File: config.mk
export PLATFORM = sky130hd
export DESIGN_NAME = pr_shutdown_seq_ctrl
export DESIGN_NICKNAME = d
export VERILOG_FILES = /design/src/rtl/pr_shutdown_seq_ctrl.sv
export SDC_FILE = /design/constraint.sdc
export NUM_CORES = 1
export LEC_CHECK = 0
export CORE_MARGIN = 1
export CORE_UTILIZATION = 51
export CTS_CLUSTER_SIZE = 28
export DETAILED_ROUTE_END_ITERATION = 12
export PLACE_DENSITY = 0.73
export SLEW_MARGIN = 20
export SYNTH_ARGS = -nofsm -noshare
export SYNTH_HDL_FRONTEND = slang
export SYNTH_SLANG_ARGS = --single-unit
File: constraint.sdc
create_clock -name clk -period 4 [get_ports clk]
set_clock_uncertainty 0.15 [all_clocks]
set_input_delay 1 -clock clk [delete_from_list [all_inputs] [get_ports clk]]
set_output_delay 1 -clock clk [all_outputs]
set_load 0.03 [all_outputs]
File: src/rtl/pr_shutdown_seq_ctrl.sv
// pr_shutdown_seq_ctrl
// Partial-reconfiguration shutdown sequencer. It requests shutdown from up to
// C_NUM_CHANNELS pr_shutdown_axis shims and waits for their acknowledges. It then
// decouples the reconfigurable module (RM) and grants the PR controller. After
// pr_done it pulses the RM reset, releases the shims and returns to idle.
//
// Optional feature macro: PR_SHUTDOWN_SEQ_ORDERED_EN
//   defined   : channels are requested one at a time, lowest index first.
//               They are released in reverse order.
//   undefined : all masked channels are requested and released together.
//
// Handshake: shutdown_req/shutdown_ack is a four-phase level handshake per channel.
// 1. req rises.
// 2. The shim raises ack once drained.
// 3. req falls.
// 4. The shim drops ack.
// A channel is only released when its ack has fallen. pr_req/pr_ack follows the
// same four-phase rule towards the PR controller.
// pr_done is a qualifier that is sampled only while pr_ack is high.
// All outputs come straight from flops.
module pr_shutdown_seq_ctrl #(
  parameter int C_NUM_CHANNELS   = 4,
  parameter int C_TIMEOUT_CYCLES = 65535,
  parameter int C_RESET_CYCLES   = 16
) (
  input  logic                      clk,
  input  logic                      rst,
  input  logic [C_NUM_CHANNELS-1:0] ch_mask,
  input  logic                      pr_req,
  output logic                      pr_ack,
  input  logic                      pr_done,
  output logic [C_NUM_CHANNELS-1:0] shutdown_req,
  input  logic [C_NUM_CHANNELS-1:0] shutdown_ack,
  output logic                      decouple,
  output logic                      rm_reset,
  output logic                      busy,
  output logic                      timeout,
  output logic [2:0]                state_dbg
);

  localparam int N  = C_NUM_CHANNELS;
  localparam int CW = (C_TIMEOUT_CYCLES > 0) ? $clog2(C_TIMEOUT_CYCLES + 1) : 1;
  localparam int RW = $clog2(C_RESET_CYCLES + 1);

  typedef enum logic [2:0] {
    S_IDLE      = 3'd0,
    S_DRAIN     = 3'd1,
    S_DECOUPLED = 3'd2,
    S_RESET_RM  = 3'd3,
    S_RELEASE   = 3'd4
  } state_t;

  state_t         state_q, state_d;
  logic [N-1:0]   mask_q, mask_d;
  logic [N-1:0]   req_q, req_d;
  logic [CW-1:0]  cnt_q, cnt_d, cnt_inc;
  logic [RW-1:0]  rcnt_q, rcnt_d;
  logic           timeout_q, timeout_d;
  logic           pr_ack_q, decouple_q, rm_reset_q, busy_q;

  logic           all_ack;
  logic           none_ack;
  logic           tmo_hit;
  logic           release_done;
  logic [N-1:0]   first_req;
  logic [N-1:0]   release_first;

`ifdef PR_SHUTDOWN_SEQ_ORDERED_EN
  logic [N-1:0]   pend;
  logic [N-1:0]   high_req;
  logic           step_ok;
  logic           rel_clear;

  // Isolate the lowest set bit of a channel vector.
  function automatic logic [N-1:0] lowest_bit(input logic [N-1:0] v);
    logic [N-1:0] r;
    r = '0;
    for (int i = N - 1; i >= 0; i--) begin
      if (v[i]) r = N'(1) << i;
    end
    return r;
  endfunction
`endif

  // Masked acknowledge summaries. Unmasked ack bits are gated off before reduction.
  assign all_ack  = &(shutdown_ack | ~mask_q);
  assign none_ack = ~|(shutdown_ack & mask_q);

  // Saturating counter increment and timeout detection. A zero timeout disables it.
  assign cnt_inc = (&cnt_q) ? cnt_q : cnt_q + CW'(1);
  assign tmo_hit = (C_TIMEOUT_CYCLES != 0) && (cnt_inc >= CW'(C_TIMEOUT_CYCLES));

  // The release is complete once every request is down and every masked ack has followed.
  assign release_done = (req_q == '0) && none_ack;

`ifdef PR_SHUTDOWN_SEQ_ORDERED_EN
  // Ordered helpers: channels still to request, and the most recently raised request.
  always_comb begin
    high_req = '0;
    for (int i = 0; i < N; i++) begin
      if (req_q[i]) high_req = N'(1) << i;
    end
  end

  assign pend          = mask_q & ~req_q;
  assign step_ok       = (&(shutdown_ack | ~req_q)) && (pend != '0);
  assign rel_clear     = ~|(shutdown_ack & mask_q & ~req_q);
  assign first_req     = lowest_bit(ch_mask);
  assign release_first = req_q & ~high_req;
`else
  assign first_req     = ch_mask;
  assign release_first = '0;
`endif

  // Next-state logic for the sequencer, mask, request vector and counters.
  always_comb begin
    state_d   = state_q;
    mask_d    = mask_q;
    req_d     = req_q;
    cnt_d     = cnt_q;
    rcnt_d    = rcnt_q;
    timeout_d = timeout_q;
    case (state_q)
      S_IDLE: begin
        if (pr_req) begin
          state_d   = S_DRAIN;
          mask_d    = ch_mask;
          req_d     = first_req;
          cnt_d     = '0;
          timeout_d = 1'b0;
        end
      end
      S_DRAIN: begin
        cnt_d = cnt_inc;
        if (all_ack) begin
          state_d = S_DECOUPLED;
`ifdef PR_SHUTDOWN_SEQ_ORDERED_EN
        end else if (step_ok && pr_req) begin
          req_d = req_q | lowest_bit(pend);
          cnt_d = '0;
`endif
        end else if (tmo_hit) begin
          state_d   = S_DECOUPLED;
          timeout_d = 1'b1;
        end else if (!pr_req) begin
          state_d = S_RELEASE;
          req_d   = release_first;
          cnt_d   = '0;
        end
      end
      S_DECOUPLED: begin
        if (pr_done) begin
          state_d = S_RESET_RM;
          rcnt_d  = '0;
        end
      end
      S_RESET_RM: begin
        if (rcnt_q == RW'(C_RESET_CYCLES - 1)) begin
          state_d = S_RELEASE;
          req_d   = release_first;
          cnt_d   = '0;
        end else begin
          rcnt_d = rcnt_q + RW'(1);
        end
      end
      S_RELEASE: begin
        cnt_d = cnt_inc;
`ifdef PR_SHUTDOWN_SEQ_ORDERED_EN
        if ((req_q != '0) && rel_clear) begin
          req_d = release_first;
          cnt_d = '0;
        end
`endif
        if (tmo_hit && !release_done) timeout_d = 1'b1;
        if (!pr_req && (release_done || tmo_hit)) begin
          state_d = S_IDLE;
          req_d   = '0;
        end
      end
      default: begin
        state_d = S_IDLE;
        req_d   = '0;
      end
    endcase
  end

  // State, counters and registered outputs. Reset aborts to idle with all outputs low.
  always_ff @(posedge clk) begin
    if (rst) begin
      state_q    <= S_IDLE;
      mask_q     <= '0;
      req_q      <= '0;
      cnt_q      <= '0;
      rcnt_q     <= '0;
      timeout_q  <= 1'b0;
      pr_ack_q   <= 1'b0;
      decouple_q <= 1'b0;
      rm_reset_q <= 1'b0;
      busy_q     <= 1'b0;
    end else begin
      state_q    <= state_d;
      mask_q     <= mask_d;
      req_q      <= req_d;
      cnt_q      <= cnt_d;
      rcnt_q     <= rcnt_d;
      timeout_q  <= timeout_d;
      pr_ack_q   <= (state_d == S_DECOUPLED) || (state_d == S_RESET_RM);
      decouple_q <= (state_d == S_DECOUPLED) || (state_d == S_RESET_RM);
      rm_reset_q <= (state_d == S_RESET_RM);
      busy_q     <= (state_d != S_IDLE);
    end
  end

  assign shutdown_req = req_q;
  assign pr_ack       = pr_ack_q;
  assign decouple     = decouple_q;
  assign rm_reset     = rm_reset_q;
  assign busy         = busy_q;
  assign timeout      = timeout_q;
  assign state_dbg    = state_q;

endmodule
==> results of run 1 <==
-- flip-flops by register name (all words and copies together) (netlist names), 3 cells and up --
name	cells
cnt_q	16
mask_q	4
shutdown_req	4
rcnt_q	5
state_dbg	3
-- cells by family after synthesis --
logic type	after synthesis	synth area share, %
and+or+nand+nor	125	31.7
AOI/OAI and AO/OA	78	22.9
DFF	36	31.1
buffers and inverters	27	6.16
muxes	9	3.89
xor gates and xnor gates	7	2.65
adders and majority gates	3	1.62
-- worst max path at each step --
stage / start / endpoint / slack [ns] / cells after the start
after CTS: cnt_q[0]$_SDFFE_PP0P_ / cnt_q[1]$_SDFFE_PP0P_ / 0.78 / 9
after global routing: cnt_q[0]$_SDFFE_PP0P_ / cnt_q[1]$_SDFFE_PP0P_ / 0.60 / 9
final: cnt_q[0]$_SDFFE_PP0P_ / cnt_q[1]$_SDFFE_PP0P_ / 0.78 / 10
after floorplan: cnt_q[0]$_SDFFE_PP0P_ / shutdown_req[0]$_SDFFE_PP0P_ / 1.22 / 11
after global placement: shutdown_ack[0] / cnt_q[3]$_SDFFE_PP0P_ / 0.82 / 8
after detailed placement: shutdown_ack[0] / cnt_q[7]$_SDFFE_PP0P_ / 0.72 / 8
-- stage by stage --
step                      cell area (um^2)  hold WS (ns)  cells  total power [mW]
after floorplan                       2320         0.299    285             0.608
final                                 2630         0.336    353             0.984
after global placement                2520         0.316    345             0.670
after global routing                  2630         0.362    353              1.04
after detailed placement              2520         0.329    345             0.674
after CTS                             2630         0.337    353             0.994
-- layout make-up --
class | count | area [um^2]
clock buffer | 6 | 72.6
clock inverter | 2 | 35.0
fill | 381 | 1730
inverter | 11 | 41.3
multi-input combinational | 222 | 1450
sequential | 36 | 721
tap | 52 | 65.1
timing repair buffer | 24 | 238
-- power groups by stage --
stage / Sequential, mW / Combinational [mW] / Clock (mW)
finish: 0.424 / 0.246 / 0.315
global route: 0.430 / 0.269 / 0.341
CTS: 0.423 / 0.245 / 0.326
detailed placement: 0.431 / 0.243 / 0
global placement: 0.430 / 0.239 / 0
floorplan: 0.444 / 0.164 / 0
-- placed cells by master (no fill, tap or decap), types with 11 or more instances in the layout --
cell and instances:
dfxtp_1 36, nor2_1 24, nand2_1 24, clkdlybuf4s50_1 23, a21oi_1 18, inv_1 11, nor3_1 11
-- routing by layer --
layer  GRT usage, %  wire (um)
met1           31.1       2440
met2           33.3       2430
met3           5.09        252
met4           9.98         99
met5              0          0
-- tightest hold or removal path, cell delays in order, from the launching register on --
cell and delay, ns:
dfxtp_1 0.33, nand2_1 0.06, a21oi_1 0.05
==> reports/results.tsv, run 1 <==
stage	metric	value	unit
setup_path	crit_chain	ha_1 -> nand4_4 -> or2_4 -> o21ai_2 -> xor2_1 -> nor4_1 -> and4b_4 -> a211o_2 -> a21o_1 -> a32o_1	
worst_hold_path	hold_depth	2	
synth	avgSynthCellArea	8.13	um^2
floorplan	rows	24	
synth	yosys-top-cells-area	dfxtp_1 31%, a21oi_1 3.9%, mux2i_1 3.9%, nand2_1 3.9%, nor2_1 3.9%	
floorplan	die_w	69.4	um
cts	cts_tree	built	
place	gp_congestion	0.860	
drt	drtIter0Drc	236	
cts	hold_buffers	0	
setup_path	crit_family	compound AO/OA/AOI/OAI gates	
cts	path_clk_slew	0.07	ns
power_and_ir_drop	p_clk_share	32.0	%
setup_path	cp_max_fo	24	
sta	fin_crit	3.22	ns
cts	cts.sink_count	36	
sta	drv_slew	0	
synth	ys_top_cells_by_count	36 x dfxtp_1, 24 x nand2_1, 24 x nor2_1	
cts	ctsLongestPathBuffers	2	
floorplan	core	4350	um^2
power_and_ir_drop	switching_power	307	uW
power_and_ir_drop	p_per_area	375	nW/um^2
sta	max_freq	311	MHz
sta	setup-violations-final	0	
global_route	grt_usage	22.5	%
sta	rsz0062_at_grt	no	
floorplan	die_area	4810	um^2
drt	post_drt_wl_per_cell	14.8	um
setup_path	critPathBufInv	0	
sta	slew-limit-headroom	47.9	%
global_route	antenna_found_initial	0	
cts	htreeDepth	2	
synth	yosys_warnings	0	
setup_path	r2r_end	cnt_q[1]$_SDFFE_PP0P_	
synth	synth_cell_types	68	
drt	wirelength	5.22	mm
setup_path	critPathArrivalTime	3.25	ns
synth	synth_edf_count	0	
synth	synthArstFlopShare	0	%
power_and_ir_drop	seqPwrFrac	43.0	%
cts	cts_resized	0	
place	port_buffers	23	
cts	root_buffer	clkbuf_8	
outcome	outcome	finished clean	
worst_hold_path	hp-class	flop to flop	
synth	netlist.area_leader.share	31.1	%
power_and_ir_drop	comb_power_share	25.0	%
sta	hold_violations	0	
drt	antenna_left	0	
synth	synth_area	2320	um^2
synth	ys_seq_elements	36	
global_route	grt_pass1_vias	1919	
place	place_hpwl	3.72	mm
layout	diodes	0	
global_route	grt-ovfl-total	0	
synth	ys_seq_area_share	31.1	%
sta	setup_ws	0.785	ns
floorplan	start_util	53.2	%
setup_path	startpoint_type	flop	
floorplan	die_h	69.4	um
drt	vias	2158	
cts	cts_setup_buffers	0	
setup_path	worst_r2r_startpoint	cnt_q[0]$_SDFFE_PP0P_	
worst_hold_path	hold_end	rcnt_q[1]$_SDFFE_PP0P_	
power_and_ir_drop	switching_share	31.2	%
layout	area_growth	13.3	%
layout	final_util	60.3	%
floorplan	io_pins	24	
drt	drt-vias-per-instance	6.11	
drt	drc	0	
setup_path	crit_type	flop to flop	
place	dp_slack	0.723	ns
worst_hold_path	hp-start	rcnt_q[1]$_SDFFE_PP0P_	
layout	drive_gt1_share	9.97	%
setup_path	slowest_stage	a211o_2	
sta	finalSetupTns	0	ns
synth	ys_dominant_reg_cell	dfxtp_1	
setup_path	rrSetupSlack	0.78	ns
power_and_ir_drop	leakagePower	1.00	nW
synth	synth_largest_area_cell	dfxtp_1	
setup_path	reg2reg_depth	10	
synth	postSynthCellCount	285	
global_route	grt_first_pass_wirelength	8.86	mm
sta	tightest_slew	0.775	ns
power_and_ir_drop	peakVddDrop	0.000207	V
synth	post-synth-top-count-cell	dfxtp_1	
cts	insertion_delay	0.29	ns
power_and_ir_drop	internal-power	677	uW
sta	min_period_over_period	80.4	%
layout	final_nets	315	
drt	dr.pass1.iters	4	
global_route	grt_max_degree	26	
cts	numCtsBuffers	5	
setup_path	end_kind	flop	
setup_path	crit_required	4.03	ns
job	drv_cap	0	
setup_path	max_stage_delay	0.47	ns
synth	synth_fp_nets	300	
Note: power is estimated with default switching activity, not from simulation.
==> run 2, diff against run 1 <==
Settings changed: PLACE_DENSITY 0.73 to 0.76.
Clock period 4 ns to 2.6 ns, I/O delays scaled along.
==> run 2 against run 1 <==
The run now ends with setup timing left. Count of clock-buffer cells in the layout fell by 1. Highest routed layer unchanged. Global-route usage rose by 6.9 points. Critical path depth rose by 2. Non-clock buffer count rose by 70. Final cell count rose by 20%. Critical endpoint is now cnt_q[4]$_SDFFE_PP0P_. Flip-flop and latch count did not move. Die area did not move. Largest power group unchanged. Worst setup slack got worse by 1.1 ns. Register-to-register slack got worse by 1.1 ns.
==> reports/results.tsv, run 2 (synthesis gave the netlist of run 1 again) <==
stage	metric	value	unit	change
floorplan	die_h	69.4	um	unchanged
worst_hold_path	hp-class	flop to flop		
setup_path	crit_top_cell	buf_4		
layout	regMostFlops	cnt_q		
setup_path	cp_max_fo	5		-79%
floorplan	start_util	53.2	%	unchanged
job	drv_cap	0		unchanged
setup_path	critPathArrivalTime	3.01	ns	-0.24 ns
layout	largest_register_ffs	16		unchanged
cts	htreeDepth	2		unchanged
drt	wl_met1	3.17	mm	+30%
power_and_ir_drop	internal-power	1.14	mW	+68%
power_and_ir_drop	p_per_area	498	nW/um^2	+33%
sta	tightest_slew	0.603	ns	-0.172 ns
place	port_buffers	23		unchanged
drt	post_drt_wl_per_cell	18.4	um	+24%
global_route	grt_pass1_vias	2495		+30%
setup_path	end_kind	flop		
drt	drc	0		unchanged
layout	final_common_cell	buf_4		
layout	final_cell_mix	65 x buf_4, 31 x dfxtp_1, 24 x nor2_1, 24 x nand2_1, 23 x clkdlybuf4s50_1		
layout	final_nets	385		+22%
setup_path	crit_type	flop to flop		
global_route	grt-ovfl-total	0		unchanged
cts	cts_tree	built		
sta	setup_ws	-0.327	ns	-1.11 ns
outcome	violations	setup timing		
sta	setup-violations-final	27		+27
global_route	antenna_found_initial	0		unchanged
drt	dr.pass1.iters	5		+1
setup_path	crit_family	simple AND/OR/NAND/NOR gates		
drt	vias	2636		+22%
global_route	grt_usage	29.4	%	+6.9 points
sta	fin_crit	2.93	ns	-0.288 ns
sta	hold_violations	0		unchanged
layout	drive_gt1_share	35.6	%	+26 points
power_and_ir_drop	comb_power_share	32.4	%	+7.4 points
layout	stdcell_count	423		+20%
drt	drtIter0Drc	353		+50%
setup_path	max_stage_delay	0.49	ns	+0.02 ns
place	place_hpwl	4.75	mm	+28%
power_and_ir_drop	seqPwrFrac	37.4	%	-5.6 points
place	placed_cells	401		+16%
sta	fin_hold_ws	0.342	ns	+0.00610 ns
power_and_ir_drop	peakVddDrop	0.000321	V	+55%
floorplan	io_pins	24		unchanged
floorplan	core	4350	um^2	unchanged
sta	min_period_over_period	113	%	+32 points
cts	numCtsBuffers	5		unchanged
setup_path	critPathLaunch	cnt_q[3]$_SDFFE_PP0P_		
drt	antenna_left	0		unchanged
setup_path	crit_chain	nand4_4 -> buf_4 -> nor2_4 -> buf_4 -> nand3_1 -> a211oi_1 -> nand3_2 -> buf_4 -> o21ai_2 -> a21oi_2 -> or3_1 -> a21oi_2		
drt	drt-vias-per-instance	6.23		+1.9%
drt	wirelength	7.77	mm	+49%
cts	cts.sink_count	36		unchanged
cts	root_buffer	clkbuf_8		
cts	insertion_delay	0.30	ns	about the same
drt	highest_layer	met4		
power_and_ir_drop	switching_share	33.2	%	+1.9 points
layout	top_regs	cnt_q (16), rcnt_q (5)		
power_and_ir_drop	switching_power	565	uW	+84%
floorplan	rows	24		unchanged
cts	path_clk_slew	0.08	ns	about the same
sta	rsz0062_at_grt	yes		
floorplan	die_area	4810	um^2	unchanged
layout	area_growth	47.9	%	
sta	max_freq	342	MHz	+9.8%
setup_path	critPathBufInv	3		+3
setup_path	worst_r2r_startpoint	cnt_q[3]$_SDFFE_PP0P_		
worst_hold_path	hp-start	rcnt_q[4]$_SDFFE_PP0P_		
global_route	grt_max_degree	25		-3.8%
setup_path	startpoint_type	flop		
power_and_ir_drop	p_clk_share	30.2	%	-1.8 points
layout	fillers	265		-30%
place	gp_congestion	0.890		+3.4%
outcome	outcome	finished, violations left		
global_route	grt_first_pass_wirelength	11.3	mm	+28%
drt	wl_met3	500	um	+98%
layout	diodes	0		unchanged
floorplan	die_w	69.4	um	unchanged
power_and_ir_drop	leakagePower	1.42	nW	+42%
cts	ctsLongestPathBuffers	2		unchanged
setup_path	slowest_stage	dfxtp_1		
setup_path	crit_required	2.68	ns	-1.35 ns
drt	dr_wl_met2	3.90	mm	+61%
sta	slew-limit-headroom	59.4	%	+11 points
sta	drv_slew	0		unchanged
[run 2: changes by cell type in the layout (fill, tap and decap cells not counted), sizes merged]
cell	delta
clkbuf	-1
clkinvlp	+1
clkinv	-1
inv	+1
buf	+70
[run 2: power groups by stage]
stage,Combinational [mW],Clock (mW),Sequential [mW]
after floorplan,0.257,0,0.689
after global placement,0.455,0,0.650
after detailed placement,0.464,0,0.653
after CTS,0.505,0.515,0.637
after global routing,0.588,0.538,0.644
final,0.553,0.514,0.638
[run 2: cell type report]
| type | instances | area [um^2] | share of cell area, % |
|---|---|---|---|
| sequential | 36 | 727 | 21.2 |
| clock inverter | 3 | 46.3 | 1.35 |
| inverter | 11 | 41.3 | 1.21 |
| timing repair buffer | 94 | 795 | 23.2 |
| multi-input combinational | 222 | 1680 | 49.1 |
| clock buffer | 5 | 68.8 | 2.01 |
| tap | 52 | 65.1 | 1.90 |
[run 2: path summary, 6_finish.rpt]
| path | endpoint | slack [ns] | cells past startpoint |
|---|---|---|---|
| worst max-delay path | cnt_q[4]$_SDFFE_PP0P_ | -0.33 | 12 |
| worst min-delay path | rcnt_q[4]$_SDFFE_PP0P_ | 0.34 | 2 |
| worst max register to register | cnt_q[4]$_SDFFE_PP0P_ | -0.33 | 12 |
| worst min register to register | rcnt_q[4]$_SDFFE_PP0P_ | 0.34 | 2 |
[run 2: worst min-delay path: stages (launching register included)]
cell and delay (ns):
dfxtp_1 0.33, a21oi_1 0.06, nor2_1 0.07
[run 2: stage by stage]
step	power [mW]	area, um^2	util (%)	TNS (ns)	setup WS [ns]
after floorplan	0.946	2330	-	0	0.00287
after global placement	1.11	2950	67.8	-3.92	-0.248
after detailed placement	1.12	2950	67.8	-4.54	-0.281
after CTS	1.66	3240	74.5	-2.41	-0.157
after global routing	1.77	3430	78.7	-6.49	-0.370
final	1.71	3430	78.7	-4.82	-0.327
[run 2: timing repair]
item,4_1_cts,5_1_grt
pin swaps,18,14
buffers inserted,9,5
endpoints found under the setup margin,26,27
gates resized for setup,19,27
hold buffers,0,0
[run 2: layer usage]
metal	vias up	global-route usage, %
met5	-	0
met4	0	13.6
met3	28	5.38
met2	123	48.5
met1	1265	37.0
li1	1220	-
